<file path="config.mk">
export PLATFORM = sky130hd
export DESIGN_NAME = uart_tx_arbiter_flat
export DESIGN_NICKNAME = d
export VERILOG_FILES = /design/src/rtl/uart_arb_pkg.sv /design/src/rtl/uart_tx_arbiter_if.sv /design/src/rtl/rr_pick.sv /design/src/rtl/uart_tx_arbiter.sv /design/src/flat_wrapper.sv
export SDC_FILE = /design/constraint.sdc
export NUM_CORES = 1
export LEC_CHECK = 0
export CAP_MARGIN = 20
export CORE_MARGIN = 3
export CORE_UTILIZATION = 40
export DETAILED_ROUTE_END_ITERATION = 8
export PLACE_DENSITY = 0.86
export SKIP_LAST_GASP = 1
export SLEW_MARGIN = 20
export SYNTH_ARGS = -nofsm -noshare
export SYNTH_HDL_FRONTEND = slang
export SYNTH_HIERARCHICAL = 1
export SYNTH_SLANG_ARGS = --single-unit
export TNS_END_PERCENT = 1
</file>
<file path="constraint.sdc">
create_clock -name clk -period 1.7 [get_ports clk]
set_input_delay 0.255 -clock clk [delete_from_list [all_inputs] [get_ports clk]]
set_output_delay 0.255 -clock clk [all_outputs]
set_load 0.01 [all_outputs]
</file>
<file path="src/rtl/uart_arb_pkg.sv">
// Shared types and constants for the UART transmit arbiter.
// No logic: enums and widths only.
package uart_arb_pkg;

   typedef enum logic [1:0] {
      IDLE      = 2'd0,
      LOAD      = 2'd1,
      WAIT_CLR  = 2'd2,
      WAIT_DONE = 2'd3
   } arb_state_t;

   localparam int BYTE_W          = 8;
   localparam int DEFAULT_TIMEOUT = 32768;

endpackage

</file>
<file path="src/rtl/uart_tx_arbiter_if.sv">
// Requester/transmitter signal bundle for the UART arbiter.
// master = arbiter side, slave = requesters + transmitter side.
interface uart_tx_arbiter_if #(
   parameter int NUM_REQ = 4
);
   import uart_arb_pkg::*;

   logic [NUM_REQ-1:0]          req;
   logic [NUM_REQ*BYTE_W-1:0]   req_data;
   logic [NUM_REQ-1:0]          ack;
   logic [NUM_REQ-1:0]          cmplt;
   logic                        trmt;
   logic [BYTE_W-1:0]           tx_data;
   logic                        tx_done;
   logic                        busy;
   logic [$clog2(NUM_REQ)-1:0]  grant_id;
   logic                        tx_err;

   modport master (
      input  req, req_data, tx_done,
      output ack, cmplt, trmt, tx_data, busy, grant_id, tx_err
   );

   modport slave (
      output req, req_data, tx_done,
      input  ack, cmplt, trmt, tx_data, busy, grant_id, tx_err
   );

endinterface

</file>
<file path="src/rtl/rr_pick.sv">
// Combinational round-robin pick: first set req scanning up from ptr, wrapping.
// Zero latency; any_req low means winner is don't-care (driven 0).
module rr_pick #(
   parameter int NUM_REQ = 4
) (
   input  logic [NUM_REQ-1:0]         req,
   input  logic [$clog2(NUM_REQ)-1:0] ptr,
   output logic [$clog2(NUM_REQ)-1:0] winner,
   output logic                       any_req
);
   localparam int IDW = $clog2(NUM_REQ);

   int             idx;
   logic [IDW-1:0] idx_w;

   always_comb begin
      winner  = '0;
      any_req = 1'b0;
      idx     = 0;
      idx_w   = '0;
      for (int k = 0; k < NUM_REQ; k++) begin
         idx = int'(ptr) + k;
         if (idx >= NUM_REQ) idx = idx - NUM_REQ;
         idx_w = IDW'(idx);
         if (!any_req && req[idx_w]) begin
            winner  = idx_w;
            any_req = 1'b1;
         end
      end
   end

endmodule

</file>
<file path="src/rtl/uart_tx_arbiter.sv">
// Round-robin sharing of one 8N1 transmitter: ack 1 cycle after req sampled, trmt 1 later, one byte in flight.
// req is only looked at in IDLE; UART_ARB_TIMEOUT_EN adds a per-frame watchdog that raises tx_err.
module uart_tx_arbiter
   import uart_arb_pkg::*;
#(
   parameter int NUM_REQ        = 4,
   parameter int TIMEOUT_CYCLES = DEFAULT_TIMEOUT
) (
   input  logic               clk,
   input  logic               rst_n,
   uart_tx_arbiter_if.master  bus
);
   localparam int IDW = $clog2(NUM_REQ);

   if (NUM_REQ < 2 || NUM_REQ > 8 || TIMEOUT_CYCLES < 2 || TIMEOUT_CYCLES > 65536) begin : g_bad_cfg
      $error("uart_tx_arbiter: unsupported NUM_REQ or TIMEOUT_CYCLES");
   end

   arb_state_t         state_q, state_d;
   logic [IDW-1:0]     ptr_q, ptr_d;
   logic [IDW-1:0]     grant_q, grant_d;
   logic [BYTE_W-1:0]  data_q, data_d;
   logic [NUM_REQ-1:0] ack_q, ack_d;
   logic [NUM_REQ-1:0] cmplt_q, cmplt_d;
   logic               trmt_q, trmt_d;
   logic               err_q, err_d;

   logic [IDW-1:0]     win_id;
   logic               any_req;
   logic [IDW-1:0]     next_ptr;
   logic               wd_hit;
   logic [BYTE_W-1:0]  req_bytes [NUM_REQ];

   for (genvar g = 0; g < NUM_REQ; g++) begin : g_bytes
      assign req_bytes[g] = bus.req_data[g*BYTE_W +: BYTE_W];
   end

   rr_pick #(.NUM_REQ(NUM_REQ)) u_pick (
      .req     (bus.req),
      .ptr     (ptr_q),
      .winner  (win_id),
      .any_req (any_req)
   );

   // Pointer always moves past the owner, whether the frame completed or timed out.
   assign next_ptr = (grant_q == IDW'(NUM_REQ - 1)) ? '0 : grant_q + 1'b1;

`ifdef UART_ARB_TIMEOUT_EN
   localparam logic [15:0] TO_LAST = 16'(TIMEOUT_CYCLES - 1);

   logic [15:0] wd_q, wd_d;

   assign wd_hit = (state_q == WAIT_CLR || state_q == WAIT_DONE) && (wd_q == TO_LAST);

   always_comb begin
      wd_d = wd_q;
      if (state_q == LOAD)
         wd_d = '0;
      else if (state_q == WAIT_CLR || state_q == WAIT_DONE)
         wd_d = wd_q + 16'd1;
   end

   always_ff @(posedge clk or negedge rst_n) begin
      if (!rst_n) wd_q <= '0;
      else        wd_q <= wd_d;
   end
`else
   assign wd_hit = 1'b0;
`endif

   always_comb begin
      state_d = state_q;
      ptr_d   = ptr_q;
      grant_d = grant_q;
      data_d  = data_q;
      ack_d   = '0;
      cmplt_d = '0;
      trmt_d  = 1'b0;
      err_d   = 1'b0;
      case (state_q)
         IDLE: begin
            if (any_req) begin
               grant_d        = win_id;
               data_d         = req_bytes[win_id];
               ack_d[win_id]  = 1'b1;
               state_d        = LOAD;
            end
         end
         LOAD: begin
            trmt_d  = 1'b1;
            state_d = WAIT_CLR;
         end
         // tx_done may still be high from the previous frame; wait for the clear first.
         WAIT_CLR: begin
            if (wd_hit) begin
               err_d   = 1'b1;
               ptr_d   = next_ptr;
               state_d = IDLE;
            end else if (!bus.tx_done) begin
               state_d = WAIT_DONE;
            end
         end
         WAIT_DONE: begin
            if (wd_hit) begin
               err_d   = 1'b1;
               ptr_d   = next_ptr;
               state_d = IDLE;
            end else if (bus.tx_done) begin
               cmplt_d[grant_q] = 1'b1;
               ptr_d            = next_ptr;
               state_d          = IDLE;
            end
         end
         default: state_d = IDLE;
      endcase
   end

   always_ff @(posedge clk or negedge rst_n) begin
      if (!rst_n) begin
         state_q <= IDLE;
         ptr_q   <= '0;
         grant_q <= '0;
         data_q  <= '0;
         ack_q   <= '0;
         cmplt_q <= '0;
         trmt_q  <= 1'b0;
         err_q   <= 1'b0;
      end else begin
         state_q <= state_d;
         ptr_q   <= ptr_d;
         grant_q <= grant_d;
         data_q  <= data_d;
         ack_q   <= ack_d;
         cmplt_q <= cmplt_d;
         trmt_q  <= trmt_d;
         err_q   <= err_d;
      end
   end

   assign bus.ack      = ack_q;
   assign bus.cmplt    = cmplt_q;
   assign bus.trmt     = trmt_q;
   assign bus.tx_data  = data_q;
   assign bus.busy     = (state_q != IDLE);
   assign bus.grant_id = grant_q;
   assign bus.tx_err   = err_q;

endmodule

</file>
<file path="src/flat_wrapper.sv">
// flat-port wrapper written by rule: the top's interface ports become plain ports
module uart_tx_arbiter_flat import uart_arb_pkg::*;
#(
   parameter int NUM_REQ        = 4,
   parameter int TIMEOUT_CYCLES = DEFAULT_TIMEOUT
)
  (clk, rst_n, bus_req, bus_req_data, bus_tx_done, bus_ack, bus_cmplt, bus_trmt, bus_tx_data, bus_busy, bus_grant_id, bus_tx_err);
  uart_tx_arbiter_if #(.NUM_REQ(NUM_REQ)) bus_i ();
  input  logic clk;
  input  logic rst_n;
  input wire logic [$bits(bus_i.req)-1:0] bus_req;
  input wire logic [$bits(bus_i.req_data)-1:0] bus_req_data;
  input wire logic [$bits(bus_i.tx_done)-1:0] bus_tx_done;
  output wire logic [$bits(bus_i.ack)-1:0] bus_ack;
  output wire logic [$bits(bus_i.cmplt)-1:0] bus_cmplt;
  output wire logic [$bits(bus_i.trmt)-1:0] bus_trmt;
  output wire logic [$bits(bus_i.tx_data)-1:0] bus_tx_data;
  output wire logic [$bits(bus_i.busy)-1:0] bus_busy;
  output wire logic [$bits(bus_i.grant_id)-1:0] bus_grant_id;
  output wire logic [$bits(bus_i.tx_err)-1:0] bus_tx_err;
  assign bus_i.req = bus_req;
  assign bus_i.req_data = bus_req_data;
  assign bus_i.tx_done = bus_tx_done;
  assign bus_ack = bus_i.ack;
  assign bus_cmplt = bus_i.cmplt;
  assign bus_trmt = bus_i.trmt;
  assign bus_tx_data = bus_i.tx_data;
  assign bus_busy = bus_i.busy;
  assign bus_grant_id = bus_i.grant_id;
  assign bus_tx_err = bus_i.tx_err;
  uart_tx_arbiter #(.NUM_REQ(NUM_REQ), .TIMEOUT_CYCLES(TIMEOUT_CYCLES)) u_core (.clk(clk), .rst_n(rst_n), .bus(bus_i));
endmodule
</file>
==> metrics.txt <==
fillers=227; drt via density=5.07; vias in the first global route=1156; routability cong.=0.745; DRC viols=0; Mean Syn Cell Area=11.2 um2; Core Util, Final=0.705; Multi-input gate area=658 um2; Synth-to-Final Area Change=59.1%; design area=2040 um2; die width=62.7 um; register area share after synthesis=0.448; TritonRoute pass-1 iters=4; first-pass GRT wire length=5490 um; endpoints failing hold=0; Yosys reg bits=23; num rows=19; register area=576 um2; IO Count=60; CTS tree=done; Routed WL=3530 um; pwr/cell area=1410 nW/um2; RSZ-0062 raised after global routing=yes; die area=3930 um2; leakage power total=0.922 nW; Die Y=62.7 um; Max-Cap Viols=0; DP Wirelength=2780 um; maximum clock frequency=0.590 GHz; Reg clk slew, reported paths=130 ps; Worst EP arrival=1910 ps; clock sink count=23; Setup Skew=8.04 ps; commonest non-fill, non-tap cells in the layout=clkdlybuf4s50_1 (57), dfrtp_1 (23), mux2i_1 (13), nand2_1 (13), inv_1 (11); Slew Viols, Final=0; placed inst area=1960 um2; Syn Inst Count=115; Post-DRT Antenna Nets=0; initial drt markers=38; share of cells above drive strength 1=0.187; Port Buffers=58; Worst Path Required=1910 ps; Final #Nets=230; Fin Setup TNS=0 ps; final clock period utilization by the worst path=0.997; worst vdd ir=0.837 mV; synth warn=6; initial core utilization=0.443; via count=1135; Design Power=2.89 mW; Post-Syn Nets=162; CTS Buf Count=3; initial antenna violation count=0; Final min period=1690 ps; Core ar.=2900 um2; Post-Syn Area=1280 um2; Final setup viols=0; largest net degree at the start of global routing=24; Clock Latency Late Sink=310 ps; clk buf depth=2; status=completed; clk root buf=clkbuf_4; post-synthesis cell type count=27; wire per inst=15.7 um; critical path class=reg2reg; Worst Path Max Fanout=6; total track usage=0.175; min-delay worst type=in2async; total gr overflow=0; commonest non-fill, non-tap cell in the layout=clkdlybuf4s50_1; Ant. Diodes=0; startpoint types=flip-flop; crit end category=flip-flop; H-tree depth=1
==> power by group <==
part           internal (mW)  switching, mW
combinational          0.943          0.790
sequential             0.755          0.141
clock                 0.0915          0.166
==> routing by layer <==
layer / routed length [um] / share of wire / GRT usage
met2: 1940 / 0.55 / 0.329
met5: 0 / 0 / 0
met3: 175 / 0.050 / 0.0414
met1: 1340 / 0.38 / 0.194
met4: 70 / 0.020 / 0.0523
==> path summary, 6_finish.rpt <==
kind | slack (ps) | to | start | cells after the start
max in group asynchronous | 1150 | u_core/bus.tx_data[4] | rst_n | 2
min | 310 | u_core/state_q[0] | rst_n | 2
min reg2reg | 510 | u_core/bus.tx_data[1] | u_core/bus.tx_data[1] | 2
max | 5 | u_core/state_q[1] | u_core/state_q[0] | 5
max reg2reg | 5 | u_core/state_q[1] | u_core/state_q[0] | 5
min in group clk | 510 | u_core/bus.tx_data[1] | u_core/bus.tx_data[1] | 2
==> Yosys cell counts (all sizes together) <==
| cell | count | area share |
|---|---|---|
| nand3 | 2 | 0.0078 |
| o31ai | 1 | 0.0058 |
| o221ai | 9 | 0.10 |
| mux2i | 16 | 0.12 |
| clkbuf | 1 | 0.0029 |
| inv | 12 | 0.035 |
| a221o | 1 | 0.0078 |
| dfrtp | 23 | 0.45 |
| and3 | 4 | 0.019 |
| o21ai | 2 | 0.0078 |
| nor2b | 1 | 0.0068 |
| o32a | 1 | 0.0078 |
| nor2 | 5 | 0.015 |
| nand2 | 14 | 0.043 |
| buf | 5 | 0.033 |
| conb | 1 | 0.0029 |
| a21oi | 4 | 0.016 |
| mux2 | 2 | 0.018 |
| or2 | 1 | 0.0049 |
| ha | 8 | 0.078 |
| a221oi | 1 | 0.012 |
| nand2b | 1 | 0.0049 |
==> cell families (layout without fill, tap and decap cells) <==
logic type	Yosys count	count (layout)	share of synthesized area
AOI/OAI and AO/OA	19	19	0.157
adders and majority gates	8	8	0.0779
other	1	1	0.00292
muxes	18	18	0.142
DFF	23	23	0.448
and+or+nand+nor	28	28	0.101
buffers and inverters	18	85	0.0711
==> stage by stage <==
step           instances  setup WS [ps]  hold WS, ps
6_report             224           5.26          313
3_5_place_dp         217           -268          479
4_1_cts              223           18.7          324
2_1_floorplan        115            137        -40.6
3_3_place_gp         217           -190          472
5_1_grt              224          -33.7          332
==> worst max-delay path, cell delays in order (launching register included) <==
cell and delay [ps]:
dfrtp_1 400, buf_4 140, ha_1 250, nor2b_2 190, a221oi_2 240, mux2_2 380
==> state kept, by name (all words and copies together), names as in the netlist <==
name,flops
u_core/bus.ack,4
u_core/bus.cmplt,4
u_core/bus.grant_id,2
u_core/bus.trmt,1
u_core/bus.tx_data,8
u_core/ptr_q,2
u_core/state_q,2
==> area by class of cell <==
cell class | count | share of cell area
clock buffers | 4 | 0.0129
inverters | 12 | 0.0220
multi-input cells | 74 | 0.322
flip-flops and latches | 23 | 0.282
well taps | 42 | 0.0257
repair buffers | 69 | 0.336
==> timing repair <==
action / 4_1_cts / 5_1_grt
hold buffers: 0 / 0
setup endpoints to repair: 1 / 9
gates resized for setup: 3 / 5
setup buffers: 2 / 1
pin swaps: 0 / 0
(Power assumes the default switching activity.)
